**src/rtl/nabp_image_ram_writer.sv**
```systemverilog
// rtl/nabp_image_ram_writer.sv - scales back-projected pixels, buffers them and writes them to image SRAM.
// Optional saturating narrowing is enabled by defining NABP_IMAGE_WRITER_SATURATE_EN.
module nabp_image_ram_writer #(
   parameter int DATA_WIDTH = 16,
   parameter int ADDR_WIDTH = 12,
   parameter int PIX_WIDTH  = 8,
   parameter int SHIFT      = 4,
   parameter int FIFO_DEPTH = 4
) (
   input  logic                  clk,
   input  logic                  reset_n,
   input  logic                  ir_kick,
   input  logic                  ir_done,
   input  logic                  ir_addr_valid,
   input  logic [ADDR_WIDTH-1:0] ir_addr,
   input  logic [DATA_WIDTH-1:0] ir_val,
   output logic                  ir_enable,
   output logic                  mem_wr_en,
   output logic [ADDR_WIDTH-1:0] mem_addr,
   output logic [PIX_WIDTH-1:0]  mem_data,
   input  logic                  mem_ready,
   output logic                  frame_done,
   output logic [ADDR_WIDTH:0]   pix_count,
   output logic                  err_overflow,
   output logic                  err_protocol
);
   localparam int PTR_W   = $clog2(FIFO_DEPTH);
   localparam int ENTRY_W = ADDR_WIDTH + PIX_WIDTH;

   typedef enum logic [1:0] {S_IDLE, S_RUN, S_DRAIN, S_DONE} state_t;

   state_t                    state, state_next;
   logic [ENTRY_W-1:0]        fifo [FIFO_DEPTH];
   logic [PTR_W-1:0]          wr_ptr, rd_ptr;
   logic [PTR_W:0]            count, count_next;
   logic signed [DATA_WIDTH-1:0] shifted;
   logic [PIX_WIDTH-1:0]      pixel;
   logic                      accepting, full, push, pop, overflow, handshake, protocol_err;

   assign shifted = $signed(ir_val) >>> SHIFT;

`ifdef NABP_IMAGE_WRITER_SATURATE_EN
   always_comb begin
      pixel = shifted[PIX_WIDTH-1:0];
      if (shifted[DATA_WIDTH-1])
         pixel = '0;
      else if (|shifted[DATA_WIDTH-1:PIX_WIDTH])
         pixel = '1;
   end
`else
   logic unused_high_bits;
   assign unused_high_bits = ^shifted[DATA_WIDTH-1:PIX_WIDTH];
   assign pixel = shifted[PIX_WIDTH-1:0];
`endif

   always_comb begin
      accepting  = (state == S_RUN) || (state == S_DRAIN);
      full       = (count == (PTR_W+1)'(FIFO_DEPTH));
      handshake  = mem_wr_en && mem_ready;
      // The head register refills whenever it is empty or being consumed this cycle.
      pop        = (count != '0) && (!mem_wr_en || mem_ready);
      push       = accepting && ir_addr_valid && (!full || pop);
      overflow   = accepting && ir_addr_valid && full && !pop;
      count_next = count + (PTR_W+1)'(push) - (PTR_W+1)'(pop);
      protocol_err = (ir_kick && (state != S_IDLE)) ||
                     (ir_addr_valid && ((state == S_IDLE) || (state == S_DONE)));
      state_next = state;
      case (state)
         S_IDLE:  if (ir_kick) state_next = S_RUN;
         S_RUN:   if (ir_done) state_next = S_DRAIN;
         S_DRAIN: if ((count == '0) && !mem_wr_en && !push) state_next = S_DONE;
         S_DONE:  state_next = S_IDLE;
         default: state_next = S_IDLE;
      endcase
   end

   always_ff @(posedge clk) begin
      if (!reset_n) begin
         state        <= S_IDLE;
         wr_ptr       <= '0;
         rd_ptr       <= '0;
         count        <= '0;
         ir_enable    <= 1'b0;
         mem_wr_en    <= 1'b0;
         mem_addr     <= '0;
         mem_data     <= '0;
         frame_done   <= 1'b0;
         pix_count    <= '0;
         err_overflow <= 1'b0;
         err_protocol <= 1'b0;
      end else begin
         state <= state_next;
         count <= count_next;
         if (push) begin
            fifo[wr_ptr] <= {ir_addr, pixel};
            wr_ptr       <= wr_ptr + 1'b1;
         end
         if (pop) begin
            {mem_addr, mem_data} <= fifo[rd_ptr];
            rd_ptr               <= rd_ptr + 1'b1;
            mem_wr_en            <= 1'b1;
         end else if (handshake) begin
            mem_wr_en <= 1'b0;
         end
         // One free slot of slack absorbs the pixel already in flight when enable drops.
         ir_enable  <= (state_next == S_RUN) && (count_next <= (PTR_W+1)'(FIFO_DEPTH-2));
         frame_done <= (state_next == S_DONE);
         if ((state == S_IDLE) && ir_kick)
            pix_count <= '0;
         else if (handshake)
            pix_count <= pix_count + 1'b1;
         if (overflow)
            err_overflow <= 1'b1;
         if (protocol_err)
            err_protocol <= 1'b1;
      end
   end
endmodule
```
**config.mk**
```make
export PLATFORM = sky130hd
export DESIGN_NAME = nabp_image_ram_writer
export DESIGN_NICKNAME = d
export VERILOG_FILES = /design/src/rtl/nabp_image_ram_writer.sv
export SDC_FILE = /design/constraint.sdc
export NUM_CORES = 1
export LEC_CHECK = 0
export ABC_AREA = 1
export BUFFER_PORTS_ARGS = -buffer_cell sky130_fd_sc_hd__buf_2
export CAP_MARGIN = 20
export CORE_ASPECT_RATIO = 1.5
export CORE_MARGIN = 2
export CORE_UTILIZATION = 40
export DETAILED_ROUTE_END_ITERATION = 10
export GPL_ROUTABILITY_DRIVEN = 0
export GPL_TIMING_DRIVEN = 0
export PLACE_DENSITY_LB_ADDON = 0.2
export SLEW_MARGIN = 20
export SYNTH_ARGS = -nofsm -noshare
export SYNTH_HDL_FRONTEND = slang
export SYNTH_SLANG_ARGS = --single-unit
export TNS_END_PERCENT = 20
```
**constraint.sdc**
```tcl
create_clock -name clk -period 2.83 [get_ports clk]
set_input_delay 0.283 -clock clk [delete_from_list [all_inputs] [get_ports clk]]
set_output_delay 0.283 -clock clk [all_outputs]
set_load 0.02 [all_outputs]
```
* Word level (Yosys, flattened, before mapping) *
Memories as Yosys holds them, arrays and structs flattened. A register that Yosys moved wholly into a read port is not among the register bits.
Index checks and enable logic that the tools add are counted.

storage, ports and cells
  bits in registers = 27
  memory bits (writable) = 80
  bits of input ports = 34
  output and inout port bits = 38
  logic and storage cells = 61
  memories = 1

cells by class
  add/subtract/negate cells = 5
  order comparisons = 1
  equal/unequal tests = 6
  mux-type cells = 9
  bitwise gates (word level) = 1
  reduce and logical (&&, ||, !) cells = 28

memory list
  name  depth  width  rd ports  clocked after Yosys merged registers in  write ports  RTL line  source
  fifo  4      20     1         1                                        1            33        logic [ENTRY_W-1:0] fifo [FIFO_DEPTH];

operators by type and width
  kind                     count
  $add A13 B1 Y13 const B  1
  $logic_and A1 B1 Y1      12
  $pmux W2 S4              1
  $eq A2 B2 Y1 const B     3
  $mux W2                  3
  $logic_not A1 Y1         5
  $logic_or A1 B1 Y1       5
  $mux W1                  5
  $add A2 B1 Y2 const B    2
  $eq A2 B1 Y1 const B     2
  $reduce_bool A2 Y1       2
  $add A3 B1 Y3            1
  $eq A3 B3 Y1 const B     1
  $le A3 B2 Y1 const B     1
  $logic_not A3 Y1         1
  $reduce_bool A3 Y1       1
  $sub A3 B1 Y3            1
  $logic_not A2 Y1         1
  $reduce_or A2 Y1         1
  $not A1 Y1               1

* Depth between registers and ports, before layout *
  depth after elaboration = 11
  depth in mapped cells = 16
  gate-level depth less buffers = 16

* Worst setup path before layout *
OpenSTA, ideal clock, no wires.

  kind = register to register
  start point = reg mem_wr_en
  end point = reg ir_enable
  setup time = 64 ps
  arrival time = 2202 ps
  setup slack = 564 ps
  stages on the path, launching flop included = 14
  buffers on the path = 1
  clock period less this slack = 2266 ps
  cells stage by stage = dfxtp_1 > nand2_1 > nand2_2 > clkinv_2 > buf_6 > ha_1 > inv_1 > ha_1 > inv_1 > fa_1 > nor2_1 > nor2_1 > nand2_1 > nor2_1

between the ends
  cells in the longest elaborated chain, start to end = 11
  elaborated cells between the ends (all ways) = 15

RTL lines
  element                                                RTL line  source
  from (decl)                                            18        output logic mem_wr_en,
  from (signal assigned)                                 84        mem_wr_en <= 1'b0;
  from (signal assigned)                                 101       mem_wr_en <= 1'b1;
  from (signal assigned)                                 103       mem_wr_en <= 1'b0;
  $logic_not A1 Y1 (*)                                   61        pop = (count != '0) && (!mem_wr_en || mem_ready);
  $logic_or A1 B1 Y1 (*)                                 61
  $logic_and A1 B1 Y1 (*)                                61
  net pop                                                38        logic accepting, full, push, pop, overflow, handshake, protocol_err;
  branches (longest 7 deep; another with $add A3 B1 Y3)  -
  $logic_and A1 B1 Y1 (*)                                106       ir_enable <= (state_next == S_RUN) && (count_next <= (PTR_W+1)'(FIFO_DEPTH-2));
  to (signal assigned)                                   106
  to (decl)                                              17        output logic ir_enable,

Mark *: on every way through the listed nets, which the timed path passes.
A chain may end at the register's enable or synchronous reset.

* Worst setup path in the final report *
  start point = reg count[1]
  end point = reg ir_enable

between the ends
  cells in the longest elaborated chain, start to end = 10
  elaborated cells between the ends (all ways) = 17

RTL lines
  element                                                RTL line  source
  from (decl)                                            35        logic [PTR_W:0] count, count_next;
  from (signal assigned)                                 93        count <= count_next;
  $reduce_bool A3 Y1 (*)                                 61
  $logic_and A1 B1 Y1 (*)                                61
  net pop                                                38
  branches (longest 7 deep; another with $add A3 B1 Y3)  -
  $logic_and A1 B1 Y1 (*)                                106

Marked as above.

==> results by group <==
Outcome
  • Status: finished clean

Synthesis
  • Post-Syn Area: approximately 5000 sq um
  • Syn nets: 523
  • Synth cell types: 32
  • Yosys warning count: 0
  • Seq/Total Area, Yosys: between 60% and 70%
  • #FFs+latches synth: 127
  • Cells after Synth: ~480
  • Mean area per synthesized cell: between 10 and 15 sq um

Routing
  • Drt drc: 0
  • ANT nets after route: 0
  • Drt pass-1 iters: 5
  • Vias: ~3600
  • WL/cell: approximately 15 microns
  • Drt first-iter violations: ~230
  • Via/cell ratio: ~4.9
  • Overall routed net length: approximately 11 mm

CTS
  • # H-tree levels: 4
  • Post-CTS Setup Bufs: 0
  • Clock buffer depth: 2
  • Clock Sink Count: 127
  • Clock slew at reported path FFs: 0.06 ns
  • CTS buffer count: 17
  • Clock root cell: clkbuf_16
  • Resized cells post-CTS: 0
  • # hold bufs at CTS: 0
  • TritonCTS clock tree: yes
  • Clk_lat worst skew: between 0.4 and 0.5 ns

Pwr
  • Total leakage power: 0.00239 uW
  • Sequential share of power: a little under two fifths
  • Combinational Power Share: 27.4%
  • Internal power: around 4000 uW
  • Sw power: between 2000 and 2500 uW
  • Clock Power Share: between 30% and 40%
  • Power per Cell Area: ~1000 nW/um^2
  • Sw frac: about a third
  • Total power: 6130 uW
  • VDD IR-drop max: just under 0.5 mV

Critical path
  • Worst Path Max Fanout: 10
  • Crit path launch type: flip-flop
  • Critical path data required time: approximately 3.2 ns
  • Crit path max-delay family: adder cells
  • Most common cell on crit path: nor2_1
  • Worst path cell trace: nor2_1 -> nand2_1 -> nand2_2 -> clkinv_2 -> buf_6 -> ha_1 -> inv_1 -> ha_1 -> inv_1 -> fa_1 -> nor2_1 -> nor2_1 -> nand2_1 -> nor2_1
  • Worst Setup End Kind: flip-flop
  • CP max stage cell: fa_1
  • Crit-path max cell delay: about 0.5 ns
  • CP Class: reg2reg
  • CP Buf/Inv Count: 4
  • Arrival time worst endpoint: roughly 2.8 ns

Final layout
  • Final instance area: roughly 6200 sq um
  • Ant diodes: 0
  • Commonest cells after routing, fill and taps aside: nor2_1 (106), edfxtp_1 (80), buf_2 (67), o21ai_0 (57), dfxtp_1 (47)
  • Most common cell after layout, fill and taps aside: nor2_1
  • Area Growth Syn to Fin: 22.4%
  • Layout cell share with drive strength beyond 1: between 20% and 30%
  • Fillers: 1159
  • Post-Layout Cell Count: approximately 730
  • Fin nets: a little over 600

Place
  • Placed Cells: between 600 and 700
  • Pre-CTS setup slack: ~0.43 ns
  • Post-place instance area: approximately 5600 sq um
  • Buffers on Ports: 63
  • DP Wirelength: just over 7 mm

Global route
  • Overflow after GRT: 0
  • Largest net degree at the start of global routing: 21
  • All-Layer GR Usage: approximately 17%
  • Vias in the first global route: 3500
  • Initial antenna violation count: 0
  • First-pass GRT wire length: between 15 and 20 mm

Die
  • Top-Level Pins: 72
  • # rows: 50
  • Initial Utilization: between 40% and 50%
  • Core Area: 12400 sq um
  • Chip width: roughly 96 microns
  • DIE AREA: 13500 sq um
  • Chip Height: between 100 and 150 microns

STA
  • Slew @ Worst Pin: 0.712 ns
  • Worst slew margin: 52.4%
  • Final worst setup slack: between 0.4 and 0.5 ns
  • Final Hold Viols: 0
  • Fmax: 416 MHz
  • Minimum clock period: around 2.4 ns
  • Skew final: around 0.0045 ns
  • RSZ-0062 raised after global routing: false
  • Final Cycle Share: between 80 and 90%
  • Final setup fails: 0
  • Final Max Tran Viols: 0

Min path
  • Worst min-delay path class: in2reg

Job
  • Max-cap viol count: 0
==> through the flow <==
step	utilization, %	setup TNS, ns	hold WS, ns
after global routing	49.7	0	0.0726
after detailed placement	45.0	0	0.460
after global placement	44.7	-20.96	0.456
final	49.7	0	0.0855
after floorplan	-	0	0.382
after CTS	49.7	0	0.0680
==> area by class of cell <==
cell class	instances	area, sq um	area share, %
Buffer	19	93.8	1.52
Clock buffer	17	425	6.91
Clock inverter	15	160	2.60
Inverter	39	148	2.40
Multi-Input combinational cell	293	1480	24.0
Sequential cell	127	3340	54.3
Tap cell	156	195	3.17
Timing Repair Buffer	63	315	5.12
==> cell families (layout without fill, tap and decap cells) <==
family | after synthesis | count (layout) | share of synthesized area [%]
and+or+nand+nor | 174 | 174 | 14.3
DFF | 127 | 127 | 66.5
AOI/OAI and AO/OA | 106 | 106 | 11.3
buffers and inverters | 58 | 153 | 4.80
adders and majority gates | 11 | 11 | 2.88
xor gates and xnor gates | 2 | 2 | 0.348
==> synthesized netlist by cell type <==
library cell	count	area share, %
o21bai_1	2	0.30
ha_1	10	2.5
inv_2	1	0.075
buf_6	2	0.45
nor3_1	4	0.40
nor2_4	1	0.22
buf_2	4	0.40
or2_2	1	0.12
dfxtp_1	47	19
xnor2_1	1	0.17
o22ai_1	21	2.6
clkinv_1	1	0.075
o21ai_1	13	1.3
clkinv_2	1	0.099
nand4_1	5	0.62
fa_1	1	0.40
a21oi_1	11	1.1
o21ai_0	57	5.7
clkbuf_1	11	0.82
nand3_2	1	0.20
edfxtp_1	80	48
a31oi_1	1	0.12
a21oi_2	1	0.17
nand3b_1	2	0.30
inv_1	36	2.7
clkbuf_2	2	0.20
and3_1	1	0.12
nand2_1	37	2.8
xor2_1	1	0.17
nand2_2	4	0.50
nand3_1	8	0.80
nor2_1	110	8.2
==> power groups by stage <==
stage | combinational (uW) | sequential (uW) | clock (uW)
after floorplan | 954 | 2530 | 0
after global placement | 1680 | 2350 | 0
after detailed placement | 1700 | 2360 | 0
after CTS | 1710 | 2320 | 2170
after global routing | 1880 | 2350 | 2250
final | 1680 | 2320 | 2130
==> state kept, by name, indices dropped and copies added (netlist names) <==
register and count:
pix_count 13, rd_ptr 2, mem_data 8, fifo 80, err_protocol 1, mem_addr 12
wr_ptr 2, mem_wr_en 1, frame_done 1, state 2, ir_enable 1, count 3
err_overflow 1
==> metal layers <==
| layer | GRT usage (%) | vias up | routed length [microns] |
|---|---|---|---|
| met3 | 3.61 | 19 | 414 |
| met4 | 7.89 | 0 | 207 |
| li1 | - | 1805 | - |
| met2 | 29.0 | 74 | 5540 |
| met5 | 0 | - | 0 |
| met1 | 19.4 | 1678 | 4630 |
==> final timing paths <==
check,startpoint,to,slack (ns),depth (start not counted)
max,count[1],ir_enable,0.43,14
min reg2reg,err_overflow,err_overflow,0.46,2
max reg2reg,count[1],ir_enable,0.43,14
min,ir_addr[10],fifo[3][18],0.09,1
Power figures use the tool's default switching activity.
